$ cat config.mk
export PLATFORM = sky130hd
export DESIGN_NAME = sint32_seq_adder_ctrl
export DESIGN_NICKNAME = d
export VERILOG_FILES = /design/src/rtl/sint32_seq_adder_ctrl.sv
export SDC_FILE = /design/constraint.sdc
export NUM_CORES = 1
export LEC_CHECK = 0
export ABC_AREA = 1
export BUFFER_PORTS_ARGS = -buffer_cell sky130_fd_sc_hd__buf_2
export CAP_MARGIN = 0
export CORE_MARGIN = 2
export CORE_UTILIZATION = 40
export CTS_CLUSTER_DIAMETER = 40
export DETAILED_ROUTE_END_ITERATION = 16
export GPL_TIMING_DRIVEN = 1
export MAX_ROUTING_LAYER = met4
export PLACE_DENSITY = 0.63
export SYNTH_ARGS = -nofsm -noshare
export SYNTH_HDL_FRONTEND = slang
export SYNTH_SLANG_ARGS = --single-unit
export TNS_END_PERCENT = 5
$ cat constraint.sdc
create_clock -name clk -period 1.35 [get_ports clk]
set_input_delay 0.2025 -clock clk [delete_from_list [all_inputs] [get_ports clk]]
set_output_delay 0.2025 -clock clk [all_outputs]
set_load 0.005 [all_outputs]
$ cat src/rtl/sint32_seq_adder_ctrl.sv
// Sequencer that builds a 32-bit add from three passes (LO, HI, FIX) through one
// registered 16-bit adder. Optional macro SINT32_SEQ_SKIP_FIX_EN drops FIX when c_lo==0.
module sint32_seq_adder_ctrl #(
  parameter int ADDER_LAT = 1
) (
  input  logic        clk,
  input  logic        rstn,
  input  logic        in_valid,
  output logic        in_ready,
  input  logic [31:0] in_A,
  input  logic [31:0] in_B,
  output logic [15:0] add_A,
  output logic [15:0] add_B,
  input  logic [15:0] add_C,
  input  logic        add_Cout,
  output logic        out_valid,
  input  logic        out_ready,
  output logic [31:0] out_sum,
  output logic        out_cout,
  output logic        out_ovf
);

  localparam int CNT_W = 3;

  typedef enum logic [2:0] {
    S_IDLE,
    S_LO,
    S_HI,
    S_FIX,
    S_DONE
  } state_t;

  state_t             state_q, state_d;
  logic [CNT_W-1:0]   cnt_q, cnt_d;
  logic [15:0]        a_hi_q, a_hi_d;
  logic [15:0]        b_hi_q, b_hi_d;
  logic [15:0]        add_a_q, add_a_d;
  logic [15:0]        add_b_q, add_b_d;
  logic [15:0]        lo_sum_q, lo_sum_d;
  logic               c_lo_q, c_lo_d;
  logic               c_hi_q, c_hi_d;
  logic               out_valid_q, out_valid_d;
  logic [31:0]        out_sum_q, out_sum_d;
  logic               out_cout_q, out_cout_d;
  logic               out_ovf_q, out_ovf_d;

  logic               pass_done;
  logic               ovf_calc;

  // The adder result is sampled on the edge closing the (ADDER_LAT+1)th cycle of a pass.
  assign pass_done = (cnt_q == CNT_W'(ADDER_LAT));

  // Whichever pass produces the upper half, add_C is that half of the final sum.
  assign ovf_calc  = (a_hi_q[15] == b_hi_q[15]) && (add_C[15] != a_hi_q[15]);

  assign in_ready  = rstn && (state_q == S_IDLE);
  assign add_A     = add_a_q;
  assign add_B     = add_b_q;
  assign out_valid = out_valid_q;
  assign out_sum   = out_sum_q;
  assign out_cout  = out_cout_q;
  assign out_ovf   = out_ovf_q;

  always_ff @(posedge clk or negedge rstn) begin
    if (!rstn) begin
      state_q     <= S_IDLE;
      cnt_q       <= '0;
      a_hi_q      <= '0;
      b_hi_q      <= '0;
      add_a_q     <= '0;
      add_b_q     <= '0;
      lo_sum_q    <= '0;
      c_lo_q      <= 1'b0;
      c_hi_q      <= 1'b0;
      out_valid_q <= 1'b0;
      out_sum_q   <= '0;
      out_cout_q  <= 1'b0;
      out_ovf_q   <= 1'b0;
    end else begin
      state_q     <= state_d;
      cnt_q       <= cnt_d;
      a_hi_q      <= a_hi_d;
      b_hi_q      <= b_hi_d;
      add_a_q     <= add_a_d;
      add_b_q     <= add_b_d;
      lo_sum_q    <= lo_sum_d;
      c_lo_q      <= c_lo_d;
      c_hi_q      <= c_hi_d;
      out_valid_q <= out_valid_d;
      out_sum_q   <= out_sum_d;
      out_cout_q  <= out_cout_d;
      out_ovf_q   <= out_ovf_d;
    end
  end

  always_comb begin
    state_d     = state_q;
    cnt_d       = cnt_q;
    a_hi_d      = a_hi_q;
    b_hi_d      = b_hi_q;
    add_a_d     = add_a_q;
    add_b_d     = add_b_q;
    lo_sum_d    = lo_sum_q;
    c_lo_d      = c_lo_q;
    c_hi_d      = c_hi_q;
    out_valid_d = out_valid_q;
    out_sum_d   = out_sum_q;
    out_cout_d  = out_cout_q;
    out_ovf_d   = out_ovf_q;

    unique case (state_q)
      S_IDLE: begin
        cnt_d = '0;
        if (in_valid && in_ready) begin
          a_hi_d  = in_A[31:16];
          b_hi_d  = in_B[31:16];
          add_a_d = in_A[15:0];
          add_b_d = in_B[15:0];
          state_d = S_LO;
        end
      end

      S_LO: begin
        cnt_d = cnt_q + 1'b1;
        if (pass_done) begin
          lo_sum_d = add_C;
          c_lo_d   = add_Cout;
          add_a_d  = a_hi_q;
          add_b_d  = b_hi_q;
          cnt_d    = '0;
          state_d  = S_HI;
        end
      end

      S_HI: begin
        cnt_d = cnt_q + 1'b1;
        if (pass_done) begin
          c_hi_d = add_Cout;
          cnt_d  = '0;
`ifdef SINT32_SEQ_SKIP_FIX_EN
          if (!c_lo_q) begin
            out_sum_d   = {add_C, lo_sum_q};
            out_cout_d  = add_Cout;
            out_ovf_d   = ovf_calc;
            out_valid_d = 1'b1;
            add_a_d     = '0;
            add_b_d     = '0;
            state_d     = S_DONE;
          end else begin
            add_a_d = add_C;
            add_b_d = {15'b0, c_lo_q};
            state_d = S_FIX;
          end
`else
          // Propagate the low-half carry into the upper half with a second pass.
          add_a_d = add_C;
          add_b_d = {15'b0, c_lo_q};
          state_d = S_FIX;
`endif
        end
      end

      S_FIX: begin
        cnt_d = cnt_q + 1'b1;
        if (pass_done) begin
          out_sum_d   = {add_C, lo_sum_q};
          // HI and FIX carries are mutually exclusive, so OR is the true carry.
          out_cout_d  = c_hi_q | add_Cout;
          out_ovf_d   = ovf_calc;
          out_valid_d = 1'b1;
          add_a_d     = '0;
          add_b_d     = '0;
          cnt_d       = '0;
          state_d     = S_DONE;
        end
      end

      S_DONE: begin
        cnt_d = '0;
        if (out_ready) begin
          out_valid_d = 1'b0;
          state_d     = S_IDLE;
        end
      end

      default: begin
        cnt_d   = '0;
        state_d = S_IDLE;
      end
    endcase
  end

endmodule

# Yosys cells after proc, flatten, opt, wreduce, memory -nomap -nowiden
# Cells that the tools add are included.
# Widths: inputs -> output; s select.
# word_totals
mem_count	0
output_inout_bits	68
ram_bits	0
romBits	0
latchBits	0
inputBits	85
register_bits	123
elab_cells	61
# classes
add_sub_neg	1
mux	20
n_bitwise	1
n_mul	0
shift	0
eq_ne	12
reduce_logical	14
n_lt_le_gt_ge	0
div_mod_pow	0
# op_table
cell	count
$pmux 16 s4	2
$mux 16	7
$mux 3	7
$pmux 3 s5	1
$reduce_and 5->1	2
$ne 2x2->1 const B	4
$reduce_and 2->1	4
$eq 3x1->1 const B	2
$eq 3x2->1 const B	2
$reduce_bool 4->1	1
$add 3x1->3 const B	1
$eq 3x3->1 const B	1
$logic_and 1x1->1	3
$logic_not 3->1	1
$reduce_and 3->1	1
$reduce_or 3->1	1
$mux 1	2
$ne 2x1->1 const B	1
$pmux 1 s2	1
$reduce_bool 2->1	1
$eq 1x1->1	1
$ne 1x1->1	1
$or 1x1->1	1

# Longest topological paths before layout
# Gate-level depths: netlist (run 1).
# logic_depth
word_depth	5
depth_mapped	9
depth_no_buf	8

# Least setup slack after synthesis (run 1)
# No wires, ideal clock.
# synth_path
path_kind	flip-flop to flip-flop
from	register state_q[1]
to	register a_hi_q[15]
stages_incl_launch_ff	9
period_less_slack_ps	1390
t_arrival_ps	1273
path_buffers	2
t_required_ps	1233
slack_ps	-40
setup_ps	117
cell_sequence	dfrtp_1 > inv_2 > buf_4 > nand2_1 > nor2_2 > nand2_2 > buf_2 > nand2_1 > nand2_1
# synth_between
elab_chain_len	4
# synth_lines
item	line	source
start: declaration	33	state_t state_q, state_d;
start signal: assignment	80	state_q <= state_d;
$logic_not 3->1 (*)	56, 111	
$logic_and 1x1->1	56	assign in_ready = rstn && (state_q == S_IDLE);
$logic_and 1x1->1	114	if (in_valid && in_ready) begin
$reduce_and 2->1 (no source line) (*)	n/a	
end signal: assignment	82	a_hi_q <= a_hi_d;
end: declaration	35	logic [15:0] a_hi_q, a_hi_d;
# Every way passes the cells marked *; elsewhere a longest branch is shown, timed or not.
# A chain may end at the register's enable or synchronous reset.

# Worst setup path after layout (run 1)
# layout_path
from	register state_q[2]
to	output in_ready
# layout_between
elab_chain_len	2
# layout_lines
item	line	source
$logic_not 3->1	56	
$logic_and 1x1->1	56	
end: declaration	9	output logic in_ready,
# Every way passes these cells.

==> results of run 1 <==
tightest hold or removal path, cell delays in order:
cell     delay, ns
buf_2         0.07
nand3_1       0.06
nand2_1       0.06
metrics by stage:
| step | power, uW | setup WS (ns) | util (%) |
|---|---|---|---|
| after floorplan | 11200 | 0.00215 | - |
| after global placement | 13900 | -0.156 | 49.9 |
| after detailed placement | 14200 | -0.224 | 49.9 |
| after CTS | 19300 | -0.226 | 55.5 |
| after global routing | 21000 | -0.282 | 56.2 |
| final | 19500 | -0.207 | 56.2 |
layer usage:
metal	vias up	wire (um)	track usage [%]
met5	-	0	-
met4	0	297	9.20
met3	27	838	4.89
met2	184	7750	36.4
met1	2466	6980	29.7
li1	2495	-	-
final cells by class:
cell class / instances / area (um2)
diodes: 1 / 2.50
clock buffers: 18 / 429
clock inverters: 14 / 171
fillers: 1251 / 5850
inverters: 28 / 105
multi-input cells: 475 / 2190
flip-flops and latches: 123 / 3080
well taps: 176 / 220
repair buffers: 200 / 1300
cell families (layout without fill, tap and decap cells):
logic type	after synthesis	after routing	synth area share (%)
AND/OR/NAND/NOR	428	429	33.1
flip-flops	123	123	56.0
buffers and inverters	68	260	6.46
AO/OA/AOI/OAI	46	46	4.42
other	0	1	0
placed cells by master, fill, tap and decap left out, drive strengths merged:
cell         instances
diode                1
nand3b               1
dfrtp              123
nand3              119
clkbuf              18
o21ai               40
o22ai                1
bufinv               3
nor3b                1
nor2                14
nand2              294
a21oi                5
clkinv               7
inv                 29
clkinvlp             3
dlygate4sd3          1
buf                199
state kept, by name (all words and copies together) (netlist names):
| register | count |
|---|---|
| state_q | 3 |
| out_cout | 1 |
| out_valid | 1 |
| add_A | 16 |
| add_B | 16 |
| a_hi_q | 16 |
| c_hi_q | 1 |
| out_sum | 32 |
| cnt_q | 3 |
| lo_sum_q | 16 |
| c_lo_q | 1 |
| out_ovf | 1 |
| b_hi_q | 16 |
power breakdown:
group	switching [uW]	total [uW]	leakage, uW	internal [uW]
logic	4920	8560	0.00233	3640
clock network	1710	4620	0.000287	2910
registers	941	6330	0.00154	5390
what timing repair did:
item,CTS,global route
setup buffers,8,1
hold buffers,1,0
pin swaps,10,6
hold endpoints to repair,123,0
setup endpoints to repair,117,120
gates resized for setup,17,14
cloned,1,0
how the worst max path moves through the flow:
stage                          start  slack, ns    endpoint
after floorplan           state_q[1]      0.002  a_hi_q[15]
after global placement      cnt_q[2]      -0.16   add_A[12]
final                     state_q[2]      -0.21    in_ready
after global routing      state_q[2]      -0.28    in_ready
after CTS                 state_q[0]      -0.23    in_ready
after detailed placement    cnt_q[2]      -0.22    add_B[4]
==> results.sh, run 1 <==
export IMPL_coreArea_mm2=0.0133
export IMPL_skew_ns=0.00640
export IMPL_ant_nets=0
export IMPL_synth_top_area_cell="dfrtp_1"
export IMPL_endpoint_kind="output pin"
export IMPL_synth_flop_cell="dfrtp_1"
export IMPL_ctsHtreeMaxLevel=4
export IMPL_rr_endpoint="add_A[4]"
export IMPL_hold_violations=0
export IMPL_vdd_drop_max_mv=1.05
export IMPL_fp_dieH_um=121
export IMPL_grt_pass1_wl_um=25500
export IMPL_fin_crit_ns=1.56
export IMPL_grt_overflow_total=0
export IMPL_crit_arrival_ns=1.35
export IMPL_holdPathEnd="b_hi_q[8]"
export IMPL_synth_common_cells="nand2_1, dfrtp_1, nand3_1"
export IMPL_cts_path_max_buffers=2
export IMPL_reg2reg_slack_ns=-0.15
export IMPL_drt_iter0_markers=400
export IMPL_yosysWarnings=0
export IMPL_dr_pass1_iters=5
export IMPL_io_pins=153
export IMPL_die_area_mm2=0.0147
export IMPL_outcome="complete, but fails checks"
export IMPL_vias=5172
export IMPL_report_final_slew_viol_count=0
export IMPL_ys_seq_elements=123
export IMPL_cp_num_cells=5
export IMPL_power_leakage_uw=0.00416
export IMPL_violations="setup timing"
export IMPL_synth_top_area_share_pct=56.0
export IMPL_grtUsageTotal_pct=23.3
export IMPL_reg2regPathDepth=8
export IMPL_synthesis_area_mm2=0.00550
export IMPL_clock_root_buffer="clkbuf_16"
export IMPL_io_buffers=152
export IMPL_cap_violations=0
export IMPL_cts_sinks=123
export IMPL_fin_ws_ns=-0.207
export IMPL_wire_per_inst_um=15.3
export IMPL_final_area_mm2=0.00750
export IMPL_placed_cell_area_mm2=0.00666
export IMPL_hold_path_startpoint="in_B[24]"
export IMPL_clk_pin_slew_ns=0.06
export IMPL_critPathKind="flip-flop to output pin"
export IMPL_initial_utilization_pct=41.2
export IMPL_cp_required_ns=1.15
export IMPL_r2r_start="state_q[2]"
export IMPL_hold_slack_ns=0.0202
export IMPL_drive_gt1_share_pct=30.9
export IMPL_yosysSeqAreaShare_pct=56.0
export IMPL_dp_cells=991
export IMPL_clkLatencyLatePin_ns=0.41
export IMPL_dp_hpwl_um=10800
export IMPL_die_w_um=121
export IMPL_critPathMaxStageDelay_ns=0.42
export IMPL_holdCritPathClass="input pin to flip-flop"
export IMPL_grt_start_max_net_pins=114
export IMPL_final_cells=1035
export IMPL_gp_congestion=0.886
export IMPL_rsz0062_at_grt="yes"
export IMPL_viasPerCell=5.00
export IMPL_worst_slew_pin_slew_ns=0.599
export IMPL_start_kind="flip-flop"
export IMPL_setup_viol=86
export IMPL_avgSynthCellArea_um2=8.27
export IMPL_hold_depth=3
export IMPL_slowest_stage="dfrtp_1"
export IMPL_yosysMostFrequentCell="nand2_1"
export IMPL_syn_nets=750
export IMPL_rows=42
export IMPL_async_flop_share_pct=100
export IMPL_power_density_mw_per_mm2=2600
export IMPL_drc=0
export IMPL_finalWirelength_um=15900
export IMPL_crit_buf_inv=2
export IMPL_grt_pass1_vias=5153
export IMPL_syn_instance_count=665
export IMPL_nets=930
export IMPL_area_delta_synth_final_pct=36.3
export IMPL_ys_types=25
export IMPL_crit_fanout=3
export IMPL_yosys_top_cells_area="dfrtp_1, nand2_1, nand3_1"
export IMPL_maxSlewHeadroom_pct=60.1
export IMPL_period_share_pct=115
export IMPL_fmax_mhz=642
export IMPL_grt_antenna_before_repair=1
export IMPL_critPathTopFamily="flip-flops"
export IMPL_setup_tns_ns=-7.03
export IMPL_cts_tree="yes"
export IMPL_crit_chain="nor2_4 -> nand2_4 -> nor2_4 -> buf_6 -> buf_6"
export IMPL_cts_buffers=17
export IMPL_synth_edff_count=0
Note: power is estimated with default switching activity, not from simulation.
==> run 2, diff against run 1 <==
--- a/config.mk
+++ b/config.mk
@@ -15,6 +15,8 @@
 export GPL_TIMING_DRIVEN = 1
 export MAX_ROUTING_LAYER = met4
 export PLACE_DENSITY = 0.63
+export RECOVER_POWER = 25
+export SLEW_MARGIN = 20
 export SYNTH_ARGS = -nofsm -noshare
 export SYNTH_HDL_FRONTEND = slang
 export SYNTH_SLANG_ARGS = --single-unit
==> run 2 against run 1 <==
Power barely moved. The run still ends with setup timing left. Design area fell by 0.12%. Critical path depth did not move. Non-clock buffer count did not move. Critical path type unchanged. Die area did not move.
==> results.sh, run 2 (synthesized netlist as in run 1, its figures left out) <==
export IMPL_outcome="complete, but fails checks"
export IMPL_violations="setup timing"
export IMPL_grtUsageTotal_pct=23.3
export IMPL_fmax_mhz=641
export IMPL_cts_tree="yes"
export IMPL_grt_pass1_vias=5153
export IMPL_crit_arrival_ns=1.36
export IMPL_dp_cells=991
export IMPL_vdd_drop_max_mv=1.05
export IMPL_initial_utilization_pct=41.2
export IMPL_p_total_uw=19500
export IMPL_report_final_slew_viol_count=0
export IMPL_cts_path_max_buffers=2
export IMPL_gp_congestion=0.886
export IMPL_holdCritPathClass="input pin to flip-flop"
export IMPL_grt_overflow_total=0
export IMPL_start_kind="flip-flop"
export IMPL_final_cell_mix="nand2_1, buf_2, dfrtp_1, nand3_1, o21ai_1"
export IMPL_finalWirelength_um=15900
export IMPL_hold_slack_ns=0.0198
export IMPL_grt_pass1_wl_um=25500
export IMPL_drt_iter0_markers=403
export IMPL_reg2regPathDepth=8
export IMPL_crit_fanout=3
export IMPL_regArea_mm2=0.00308
export IMPL_cp_required_ns=1.15
export IMPL_setup_viol=86
export IMPL_fin_crit_ns=1.56
export IMPL_grt_start_max_net_pins=114
export IMPL_multi_input_area_mm2=0.00219
export IMPL_worst_slew_pin_slew_ns=0.831
export IMPL_rr_endpoint="add_A[4]"
export IMPL_place_ws_ns=-0.224
export IMPL_fin_ws_ns=-0.210
export IMPL_rows=42
export IMPL_clk_pin_slew_ns=0.06
export IMPL_endpoint_kind="output pin"
export IMPL_ctsHtreeMaxLevel=4
export IMPL_drive_gt1_share_pct=30.8
export IMPL_wire_per_inst_um=15.3
export IMPL_critPathKind="flip-flop to output pin"
export IMPL_clock_root_buffer="clkbuf_16"
export IMPL_cap_violations=0
export IMPL_io_pins=153
export IMPL_io_buffers=152
export IMPL_cts_buffers=17
export IMPL_drc=0
export IMPL_die_w_um=121
export IMPL_final_cells=1035
export IMPL_r2r_start="state_q[2]"
export IMPL_clkLatencyLatePin_ns=0.42
export IMPL_final_common_cell="nand2_1"
export IMPL_vias=5158
export IMPL_largest_register_ffs=32
export IMPL_holdPathEnd="b_hi_q[8]"
export IMPL_area_delta_synth_final_pct=36.2
export IMPL_nets=930
export IMPL_fillers=1251
export IMPL_die_area_mm2=0.0147
export IMPL_power_density_mw_per_mm2=2610
export IMPL_fp_dieH_um=121
export IMPL_hold_violations=0
export IMPL_skew_ns=0.00631
export IMPL_ant_nets=0
export IMPL_period_share_pct=116
export IMPL_hold_path_startpoint="in_B[24]"
export IMPL_power_leakage_uw=0.00415
export IMPL_dp_hpwl_um=10800
export IMPL_reg2reg_slack_ns=-0.15
export IMPL_cts_sinks=123
export IMPL_dr_pass1_iters=7
export IMPL_viasPerCell=4.98
export IMPL_grt_antenna_before_repair=1
export IMPL_coreArea_mm2=0.0133
export IMPL_rsz0062_at_grt="yes"
export IMPL_hold_depth=3
export IMPL_maxSlewHeadroom_pct=44.6
==> run 2: changes by cell type in the layout (fill, tap and decap cells not counted) <==
cell      previous run  this run
buf_8                0         1
buf_4               26        25
clkbuf_1             1         2
buf_12              10         9
==> run 2: layout make-up <==
class	count	share of cell area (%)
Tap cell	176	2.94
Clock inverter	14	2.29
Timing Repair Buffer	200	17.3
Antenna cell	1	0.0334
Multi-Input combinational cell	475	29.2
Inverter	28	1.40
Clock buffer	18	5.73
Sequential cell	123	41.1
==> run 2: where the power goes <==
group          internal, uW  total [uW]  switching [uW]
clock                  2910        4620            1710
combinational          3640        8560            4920
sequential             5390        6330             941
total                 11900       19500            7570
==> run 2: worst max-delay path by stage <==
stage | startpoint | to | slack [ns] | depth (start not counted)
6_report | state_q[2] | in_ready | -0.21 | 5
5_1_grt | state_q[2] | in_ready | -0.28 | 5
4_1_cts | state_q[0] | in_ready | -0.23 | 5
3_5_place_dp | cnt_q[2] | add_B[4] | -0.22 | 7
3_3_place_gp | cnt_q[2] | add_A[12] | -0.16 | 7
2_1_floorplan | state_q[1] | a_hi_q[15] | 0.002 | 8
==> run 2: stage by stage <==
stage	instance area, um2	TNS, ns	util (%)
global route	7490	-16.29	56.1
global placement	6660	-10.52	49.9
floorplan	5520	0	-
detailed placement	6660	-12.13	49.9
CTS	7410	-9.02	55.5
finish	7490	-7.02	56.1
==> run 2: repair_timing <==
item	in CTS	in global routing
setup endpoints to repair	117	120
cloned	1	0
hold buffers	1	0
gates resized for setup	17	14
setup buffers	8	1
pin swaps	10	6
endpoints found under the hold margin	123	0
==> run 2: layer usage <==
| layer | share of wire, % | track usage [%] | routed length [um] |
|---|---|---|---|
| met1 | 44 | 29.7 | 7020 |
| met2 | 49 | 36.4 | 7760 |
| met3 | 5.0 | 4.89 | 796 |
| met4 | 1.9 | 9.20 | 295 |
| met5 | 0 | - | 0 |
==> run 2: critical path, stage by stage (launching register included) <==
cell and delay (ns):
dfrtp_1 0.42, nor2_4 0.16, nand2_4 0.07, nor2_4 0.09
buf_6 0.12, buf_6 0.09
